===== src/rtl/imm_gen_pipe_if.sv =====
// Handshake and data bundle for imm_gen_pipe.
// slave: the generator side; master: the producer/consumer side.
interface imm_gen_pipe_if #(
  parameter int XLEN = 32
);
  logic            flush_i;
  logic            in_valid_i;
  logic            in_ready_o;
  logic [31:0]     instruction_i;
  logic            out_valid_o;
  logic            out_ready_i;
  logic [31:0]     instr_o;
  logic [XLEN-1:0] imm_o;
  logic [2:0]      fmt_o;
  logic            illegal_o;
`ifdef IMM_PC_TARGET_EN
  logic [XLEN-1:0] pc_i;
  logic [XLEN-1:0] target_o;
`endif

  modport slave (
    input  flush_i, in_valid_i, instruction_i, out_ready_i,
`ifdef IMM_PC_TARGET_EN
    input  pc_i,
    output target_o,
`endif
    output in_ready_o, out_valid_o, instr_o, imm_o, fmt_o,
    output illegal_o
  );

  modport master (
    output flush_i, in_valid_i, instruction_i, out_ready_i,
`ifdef IMM_PC_TARGET_EN
    output pc_i,
    input  target_o,
`endif
    input  in_ready_o, out_valid_o, instr_o, imm_o, fmt_o,
    input  illegal_o
  );
endinterface


===== src/rtl/imm_gen_pipe.sv =====
// Registered immediate generator with 2-entry skid buffer (O + K).
// Ports: clk, reset (sync, active-high), bus (imm_gen_pipe_if.slave).
// Optional macro IMM_PC_TARGET_EN adds pc_i/target_o (pc + imm).
module imm_gen_pipe #(
  parameter int XLEN         = 32,
  parameter int DROP_ILLEGAL = 0
) (
  input logic              clk,
  input logic              reset,
  imm_gen_pipe_if.slave    bus
);

  typedef struct packed {
    logic [31:0]     instr;
    logic [XLEN-1:0] imm;
    logic [2:0]      fmt;
    logic            illegal;
`ifdef IMM_PC_TARGET_EN
    logic [XLEN-1:0] target;
`endif
  } entry_t;

  localparam logic [2:0] F_NONE = 3'd0;
  localparam logic [2:0] F_I    = 3'd1;
  localparam logic [2:0] F_S    = 3'd2;
  localparam logic [2:0] F_B    = 3'd3;
  localparam logic [2:0] F_U    = 3'd4;
  localparam logic [2:0] F_J    = 3'd5;

  logic [31:0] inst;
  logic [6:0]  op;
  logic        is_i, is_s, is_b, is_u, is_j;
  logic [31:0] raw;
  entry_t      dec;

  assign inst = bus.instruction_i;
  assign op   = inst[6:0];

  assign is_i = (op == 7'b0010011) | (op == 7'b0000011) |
                (op == 7'b1100111) | (op == 7'b1110011);
  assign is_s = (op == 7'b0100011);
  assign is_b = (op == 7'b1100011);
  assign is_u = (op == 7'b0110111) | (op == 7'b0010111);
  assign is_j = (op == 7'b1101111);

  always_comb begin
    raw         = '0;
    dec         = '0;
    dec.instr   = inst;
    dec.illegal = 1'b0;
    unique case (1'b1)
      is_i: begin
        raw     = {{20{inst[31]}}, inst[31:20]};
        dec.fmt = F_I;
      end
      is_s: begin
        raw     = {{20{inst[31]}}, inst[31:25], inst[11:7]};
        dec.fmt = F_S;
      end
      is_b: begin
        raw     = {{19{inst[31]}}, inst[31], inst[7],
                   inst[30:25], inst[11:8], 1'b0};
        dec.fmt = F_B;
      end
      is_u: begin
        raw     = {inst[31:12], 12'b0};
        dec.fmt = F_U;
      end
      is_j: begin
        raw     = {{11{inst[31]}}, inst[31], inst[19:12],
                   inst[20], inst[30:21], 1'b0};
        dec.fmt = F_J;
      end
      default: begin
        raw         = '0;
        dec.fmt     = F_NONE;
        dec.illegal = 1'b1;
      end
    endcase
    // all formats are already sign-extended to 32; widen signed
    dec.imm = XLEN'($signed(raw));
`ifdef IMM_PC_TARGET_EN
    dec.target = bus.pc_i + dec.imm;
`endif
  end

  entry_t o_q, k_q;
  logic   o_valid, k_valid;
  logic   accept, store, o_load;

  assign bus.in_ready_o = ~k_valid;
  assign accept = bus.in_valid_i & ~k_valid &
                  ~bus.flush_i & ~reset;
  // dropped illegals complete the handshake but are never stored
  assign store  = accept &
                  ~((DROP_ILLEGAL != 0) & dec.illegal);
  assign o_load = ~o_valid | bus.out_ready_i;

  always_ff @(posedge clk) begin
    if (reset) begin
      o_valid <= 1'b0;
      k_valid <= 1'b0;
      o_q     <= '0;
      k_q     <= '0;
    end else if (bus.flush_i) begin
      o_valid <= 1'b0;
      k_valid <= 1'b0;
    end else if (o_load) begin
      if (k_valid) begin
        o_q     <= k_q;
        o_valid <= 1'b1;
        k_valid <= store;
        if (store) k_q <= dec;
      end else begin
        o_valid <= store;
        if (store) o_q <= dec;
      end
    end else if (store) begin
      k_q     <= dec;
      k_valid <= 1'b1;
    end
  end

  assign bus.out_valid_o = o_valid;
  assign bus.instr_o     = o_q.instr;
  assign bus.imm_o       = o_q.imm;
  assign bus.fmt_o       = o_q.fmt;
  assign bus.illegal_o   = o_q.illegal;
`ifdef IMM_PC_TARGET_EN
  assign bus.target_o    = o_q.target;
`endif

endmodule

===== src/flat_wrapper.sv =====
// flat-port wrapper written by rule: the top's interface ports become plain ports
module imm_gen_pipe_flat 
#(
  parameter int XLEN         = 32,
  parameter int DROP_ILLEGAL = 0
)
  (clk, reset, bus_flush_i, bus_in_valid_i, bus_instruction_i, bus_out_ready_i, bus_in_ready_o, bus_out_valid_o, bus_instr_o, bus_imm_o, bus_fmt_o, bus_illegal_o);
  imm_gen_pipe_if #(.XLEN(XLEN)) bus_i ();
  input logic clk;
  input logic reset;
  input wire logic [$bits(bus_i.flush_i)-1:0] bus_flush_i;
  input wire logic [$bits(bus_i.in_valid_i)-1:0] bus_in_valid_i;
  input wire logic [$bits(bus_i.instruction_i)-1:0] bus_instruction_i;
  input wire logic [$bits(bus_i.out_ready_i)-1:0] bus_out_ready_i;
  output wire logic [$bits(bus_i.in_ready_o)-1:0] bus_in_ready_o;
  output wire logic [$bits(bus_i.out_valid_o)-1:0] bus_out_valid_o;
  output wire logic [$bits(bus_i.instr_o)-1:0] bus_instr_o;
  output wire logic [$bits(bus_i.imm_o)-1:0] bus_imm_o;
  output wire logic [$bits(bus_i.fmt_o)-1:0] bus_fmt_o;
  output wire logic [$bits(bus_i.illegal_o)-1:0] bus_illegal_o;
  assign bus_i.flush_i = bus_flush_i;
  assign bus_i.in_valid_i = bus_in_valid_i;
  assign bus_i.instruction_i = bus_instruction_i;
  assign bus_i.out_ready_i = bus_out_ready_i;
  assign bus_in_ready_o = bus_i.in_ready_o;
  assign bus_out_valid_o = bus_i.out_valid_o;
  assign bus_instr_o = bus_i.instr_o;
  assign bus_imm_o = bus_i.imm_o;
  assign bus_fmt_o = bus_i.fmt_o;
  assign bus_illegal_o = bus_i.illegal_o;
  imm_gen_pipe #(.XLEN(XLEN), .DROP_ILLEGAL(DROP_ILLEGAL)) u_core (.clk(clk), .reset(reset), .bus(bus_i));
endmodule

===== config.mk =====
export PLATFORM = sky130hd
export DESIGN_NAME = imm_gen_pipe_flat
export DESIGN_NICKNAME = d
export VERILOG_FILES = /design/src/rtl/imm_gen_pipe_if.sv /design/src/rtl/imm_gen_pipe.sv /design/src/flat_wrapper.sv
export SDC_FILE = /design/constraint.sdc
export NUM_CORES = 1
export LEC_CHECK = 0
export CORE_MARGIN = 1
export CORE_UTILIZATION = 49
export CTS_BUF_LIST = sky130_fd_sc_hd__clkbuf_4
export CTS_CLUSTER_SIZE = 20
export DETAILED_ROUTE_END_ITERATION = 10
export MAX_ROUTING_LAYER = met4
export PLACE_DENSITY_LB_ADDON = 0.3
export SETUP_SLACK_MARGIN = 0.1
export SLEW_MARGIN = 25
export SYNTH_ARGS = -nofsm -noshare
export SYNTH_HDL_FRONTEND = slang
export SYNTH_SLANG_ARGS = --single-unit

===== constraint.sdc =====
create_clock -name clk -period 2.15 [get_ports clk]
set_input_delay 0.645 -clock clk [delete_from_list [all_inputs] [get_ports clk]]
set_output_delay 0.645 -clock clk [all_outputs]
set_load 0.01 [all_outputs]

==> results of run 1 <==
==> layout make-up <==
type	count	share of cell area [%]
clock buffers	19	1.78
inverters	8	0.374
clock inverters	13	2.46
flip-flops and latches	138	34.5
multi-input cells	504	38.0
well taps	168	2.62
repair buffers	180	20.3
==> power by group through the flow <==
| stage | clock [W] | sequential (W) | combinational [W] |
|---|---|---|---|
| detailed placement | 0 | 0.00269 | 0.000592 |
| global placement | 0 | 0.00269 | 0.000585 |
| finish | 0.00200 | 0.00263 | 0.000569 |
| floorplan | 0 | 0.00271 | 0.000247 |
| global route | 0.00215 | 0.00264 | 0.000615 |
| CTS | 0.00204 | 0.00263 | 0.000565 |
==> per-stage QoR <==
stage / total power [W] / hold WS [ns] / TNS, ns
global placement: 0.00327 / 0.435 / -50.35
CTS: 0.00523 / 0.463 / 0
finish: 0.00520 / 0.461 / 0
global route: 0.00540 / 0.476 / 0
floorplan: 0.00296 / 0.427 / 0
detailed placement: 0.00328 / 0.443 / -56.52
==> logic make-up after synthesis <==
| logic type | count (synthesis) |
|---|---|
| buffers and inverters | 77 |
| AND/OR/NAND/NOR | 270 |
| multiplexers | 49 |
| flip-flops | 138 |
| AO/OA/AOI/OAI | 185 |
==> per-layer routing <==
metal  vias up  GRT usage, %
met5         -             -
li1       2843             -
met3        38          5.42
met2       190          42.9
met1      2730          34.3
met4         0          13.2
==> state kept, by name (all words and copies together) (netlist names) <==
| register | count |
|---|---|
| u_core.bus.fmt_o | 3 |
| u_core.bus.illegal_o | 1 |
| u_core.bus.imm_o | 32 |
| u_core.bus.instr_o | 32 |
| u_core.bus.out_valid_o | 1 |
| u_core.k_q | 68 |
| u_core.k_valid | 1 |
==> worst reg2reg max path, stage by stage, from the launching register on <==
cell      delay (ns)
dfxtp_4         0.38
inv_1           0.08
buf_4           0.21
a211oi_4        0.30
buf_4           0.22
buf_4           0.23
nor2_1          0.07
a211oi_1        0.22
==> worst min-delay path by stage <==
stage	to	from	cells after the start	slack [ns]
floorplan	u_core.k_q[10]$_SDFFE_PP0P_	u_core.k_q[10]$_SDFFE_PP0P_	2	0.43
finish	u_core.k_q[14]$_SDFFE_PP0P_	u_core.k_q[14]$_SDFFE_PP0P_	2	0.46
detailed placement	u_core.k_q[10]$_SDFFE_PP0P_	u_core.k_q[10]$_SDFFE_PP0P_	2	0.44
global placement	u_core.bus.imm_o[17]$_SDFFE_PP0P_	u_core.bus.imm_o[17]$_SDFFE_PP0P_	2	0.44
global route	u_core.k_q[14]$_SDFFE_PP0P_	u_core.k_q[14]$_SDFFE_PP0P_	2	0.48
CTS	u_core.k_q[14]$_SDFFE_PP0P_	u_core.k_q[14]$_SDFFE_PP0P_	2	0.46
==> timing repair <==
| item | in CTS | in global routing |
|---|---|---|
| setup buffers | 1 | 0 |
| gates resized for setup | 72 | 5 |
| setup endpoints to repair | 110 | 68 |
| pin swaps | 0 | 0 |
==> placed cells by master, fill, tap and decap left out, drive strengths merged, types with 23 or more instances in the layout <==
cell           instances
mux2i                 49
o21ai                 23
nand2                117
a21oi                 50
dfxtp                138
buf                   75
nor2                  62
a211oi                58
dlygate4sd2           70
clkdlybuf4s50         34
nand3                 24
==> impl_metrics.json, run 1 <==
{
  "crit_buf_inv": 2,
  "dpl_cell_area_um2": 7730,
  "root_buffer": "clkbuf_4",
  "clockBufferDepth": 2,
  "ios": 107,
  "syn2layout_area_growth_pct": 31.5,
  "synth_top_family_by_area": "compound AO/OA/AOI/OAI gates",
  "grt_max_degree": 60,
  "n_fill_cell": 1031,
  "yosysTopAreaCellShare_pct": 45.3,
  "hpwl_um": 11500,
  "slowest_delay_ns": 0.38,
  "h-tree-depth": 4,
  "switchingPower_w": 0.00128,
  "seqCellArea_um2": 2770,
  "cts.reportedPaths.clkPinSlew_ns": 0.12,
  "yosys.area_share.simple_pct": 20.4,
  "cp.arrival_ns": 1.34,
  "tritoncts": "done",
  "setup_viol": 0,
  "drc": 0,
  "slew_viol_final": 0,
  "ys_types": 51,
  "post-route-period-util_pct": 92.2,
  "synthFlopType": "dfxtp_1",
  "routedWlPerCell_um": 16.1,
  "drt-vias-per-instance": 5.63,
  "path_cells": "inv_1, dlygate4sd2_1",
  "final_core_util_pct": 66.5,
  "peakVddDrop_v": 0.000413,
  "synth_most_common_cell": "dfxtp_1",
  "p_seq_share_pct": 50.6,
  "die-area_um2": 12900,
  "synth_xor_area_share_pct": 0,
  "nNetsFinal": 886,
  "syn_avg_cell_area_um2": 8.49,
  "dr_wl_met2_um": 7760,
  "worstSetupPathType": "flip-flop to primary output",
  "synthAdderAreaFrac_pct": 0,
  "cp_num_cells": 2,
  "worstHoldPathType": "flip-flop to flip-flop",
  "synth_edf_count": 0,
  "wl_met1_um": 7460,
  "cts.sink_count": 138,
  "route.met3.wl_um": 906,
  "num_vias": 5801,
  "p_int_w": 0.00392,
  "worst_slack_ns": 0.168,
  "drt_first_pass_iters": 5,
  "ff2ff_path_depth": 7,
  "core_area_um2": 12100,
  "grt_pass1_wl_um": 27100,
  "gp_congestion": 0.845,
  "dieWidth_um": 114,
  "yosys_register_bits": 138,
  "netlist_area_um2": 6100,
  "outcome": "completed",
  "synth_mux_area_share_pct": 8.04,
  "routed.top_layer": "met4",
  "worst_slew_pin_slew_ns": 0.687,
  "rsz0062_at_grt": "yes",
  "drv_cap": 0,
  "grt_overflow": 0,
  "first_global_vias": 5599,
  "seq_area_frac_synth_pct": 45.3,
  "cts_buffers": 17,
  "critPathCaptureType": "primary output",
  "slew_headroom_pct": 54.2,
  "combPwrFrac_pct": 10.9,
  "cp-startpoint": "u_core.k_valid$_SDFFE_PP0P_",
  "design_area_um2": 8020,
  "timing.rr.start": "u_core.k_valid$_SDFFE_PP0P_",
  "drive_above_1_share_pct": 13.7,
  "num_antenna_cells": 0,
  "synth_area_leader_cell": "dfxtp_1",
  "start_util_pct": 50.6,
  "holdBufCountCts": 0,
  "rows": 40,
  "fmax_ghz": 0.505,
  "fin_cells": 1030,
  "synth_cells": 719,
  "multi_input_area_um2": 3050,
  "synth_warnings": 0,
  "die-height_um": 114,
  "p_leak_nw": 2.96,
  "cpLargestDelayFamily": "buffers and inverters",
  "p_clk_share_pct": 38.5,
  "clock_latency_ns": 0.55,
  "r2r_slack_ns": 0.35,
  "fin_skew_ns": 0.0139,
  "slowest_stage": "dfxtp_4",
  "synth.area.top_cells": "dfxtp_1 45%, mux2i_1 8.0%, nand2_1 7.2%",
  "power_density_nw_per_um2": 648,
  "cp.required_ns": 1.50,
  "syn_nets": 756,
  "ant_nets": 0,
  "sw_frac_of_total_pct": 24.7,
  "grt.total_usage_pct": 27.5,
  "cp-endpoint": "bus_in_ready_o",
  "reg2reg_to": "u_core.bus.instr_o[0]$_SDFFE_PP0P_",
  "path_max_fanout": 4,
  "async_flop_share_pct": 0,
  "antenna_found_initial": 0,
  "port_buffers": 106,
  "yosys-top-cells-count": "138 x dfxtp_1, 117 x nand2_1, 62 x nor2_1",
  "layout_min_cycle_time_ns": 1.98,
  "synth-compound-area-share_pct": 20.8,
  "route.final.wire_length_um": 16600,
  "cp-start-kind": "flip-flop",
  "dp.cells": 997,
  "drt_iter0_drc": 407,
  "hold_viol_final": 0,
  "place_ws_ns": -0.590
}
Note: power is estimated with default switching activity, not from simulation.
==> run 2, diff against run 1 <==
- CAP_MARGIN: not set -> 20
- REMOVE_ABC_BUFFERS: not set -> 1
==> impl_metrics.json, run 2 (synthesis gave the netlist of run 1 again) <==
{
  "antenna_found_initial": 0,
  "power_density_nw_per_um2": 600,
  "slew_viol_final": 0,
  "setup_viol": 0,
  "h-tree-depth": 4,
  "gp_congestion": 0.863,
  "ios": 107,
  "fmax_ghz": 0.491,
  "die-height_um": 114,
  "route.final.wire_length_um": 16700,
  "core_area_um2": 12100,
  "cts_buffers": 17,
  "num_vias": 5819,
  "p_leak_nw": 3.05,
  "drc": 0,
  "nNetsFinal": 906,
  "crit_path_frequent_cell": "buf_4",
  "cts.reportedPaths.clkPinSlew_ns": 0.10,
  "worstSetupPathType": "input port to flip-flop",
  "cp-start-kind": "input port",
  "start_util_pct": 50.6,
  "seqCellArea_um2": 2770,
  "grt_pass1_wl_um": 27400,
  "post-route-period-util_pct": 94.7,
  "rsz0062_at_grt": "yes",
  "fin_skew_ns": 0.0170,
  "slowest_stage": "clkdlybuf4s50_1",
  "top_register": "u_core.k_q",
  "multi_input_area_um2": 3040,
  "root_buffer": "clkbuf_4",
  "slew_headroom_pct": 55.1,
  "n_fill_cell": 1022,
  "cp.required_ns": 2.60,
  "hold_viol_final": 0,
  "cts.sink_count": 138,
  "outcome": "completed",
  "ant_nets": 0,
  "drt-vias-per-instance": 5.55,
  "num_antenna_cells": 0,
  "cts_setup_buffers": 0,
  "first_global_vias": 5606,
  "syn2layout_area_growth_pct": 33.5,
  "dieWidth_um": 114,
  "worstHoldPathType": "input port to flip-flop",
  "final_core_util_pct": 67.5,
  "grt_overflow": 0,
  "layout_common_cells": "136 x dfxtp_1, 117 x nand2_1, 83 x buf_4, 71 x dlygate4sd2_1, 62 x nor2_1",
  "clock_latency_ns": 0.55,
  "path_max_fanout": 12,
  "grt.total_usage_pct": 27.6,
  "routedWlPerCell_um": 15.9,
  "drt_iter0_drc": 376,
  "rows": 40,
  "critPathCaptureType": "flip-flop",
  "path_cells": "clkdlybuf4s50_1, buf_4, buf_4, nand2b_1, buf_4, o32ai_1, a31oi_1, a211oi_1",
  "power_w": 0.00489,
  "die-area_um2": 12900,
  "layout_commonest_cell": "dfxtp_1",
  "peakVddDrop_v": 0.000347,
  "drt_first_pass_iters": 5,
  "fin_cells": 1049,
  "layout_min_cycle_time_ns": 2.04,
  "clockBufferDepth": 2,
  "worst_slew_pin_slew_ns": 0.673,
  "grt_max_degree": 62,
  "drive_above_1_share_pct": 15.2,
  "cp.arrival_ns": 2.48,
  "hpwl_um": 11600,
  "tritoncts": "done",
  "drv_cap": 0,
  "dp.cells": 1018,
  "port_buffers": 106,
  "largest_reg_flops": 68,
  "slowest_delay_ns": 0.46
}
run 2: changes by cell type in the layout (fill, tap and decap cells not counted), moves of 2 or more:
| cell | before | now |
|---|---|---|
| clkinv_1 | 4 | 6 |
| buf_4 | 65 | 83 |
| buf_6 | 3 | 0 |
| buf_12 | 7 | 12 |
| clkinvlp_4 | 3 | 0 |
| clkinv_2 | 1 | 5 |
| bufinv_16 | 5 | 3 |
run 2: critical path: cells and delay by family:
kind | cells | cell delay [ns]
buf+inv | 4 | 0.95
compound gates | 3 | 0.80
simple gates | 1 | 0.09
run 2: path summary, 6_finish.rpt:
| kind | from | to | slack (ns) | depth (start not counted) |
|---|---|---|---|---|
| max reg2reg | u_core.k_valid$_SDFFE_PP0P_ | u_core.bus.instr_o[9]$_SDFFE_PP0P_ | 0.41 | 7 |
| min reg2reg | u_core.k_q[10]$_SDFFE_PP0P_ | u_core.k_q[10]$_SDFFE_PP0P_ | 0.45 | 2 |
| min | reset | u_core.bus.instr_o[12]$_SDFFE_PP0P_ | 0.43 | 3 |
| max | bus_instruction_i[5] | u_core.k_q[6]$_SDFFE_PP0P_ | 0.11 | 8 |
run 2: report_power, final:
part / switching, W / leakage (nW) / internal [W] / total (W)
clock: 0.000890 / 0.153 / 0.000783 / 0.00167
combinational: 0.000310 / 1.78 / 0.000276 / 0.000586
sequential: 0.0000260 / 1.12 / 0.00260 / 0.00263
run 2: cell type report:
class / instances / area share, %
clock inverters: 13 / 1.64
repair buffers: 200 / 22.4
flip-flops and latches: 138 / 34.0
multi-input cells: 504 / 37.4
well taps: 168 / 2.58
clock buffers: 18 / 1.66
inverters: 8 / 0.369
run 2: timing repair:
| action | in CTS | in global routing |
|---|---|---|
| gates cloned | 0 | 0 |
| pin swaps | 0 | 0 |
| endpoints found under the setup margin | 73 | 20 |
| hold buffers | 0 | 0 |
| gates resized for setup | 72 | 2 |
run 2: layer usage:
metal	vias up	global-route usage (%)	part of all wire [%]
met1	2726	34.2	44
met3	24	5.42	6.1
met4	0	8.51	1.1
met5	-	-	0
li1	2875	-	-
met2	194	45.6	49
run 2: per-stage QoR:
stage          TNS (ns)  instance area (um2)  hold WS, ns  setup slack [ns]
2_1_floorplan   -537.11                 5800        0.421             -8.17
3_3_place_gp     -42.08                 7950        0.439            -0.494
3_5_place_dp     -46.58                 7950        0.442            -0.525
4_1_cts               0                 8130        0.401             0.109
5_1_grt               0                 8150        0.406            0.0676
6_report              0                 8150        0.432             0.113
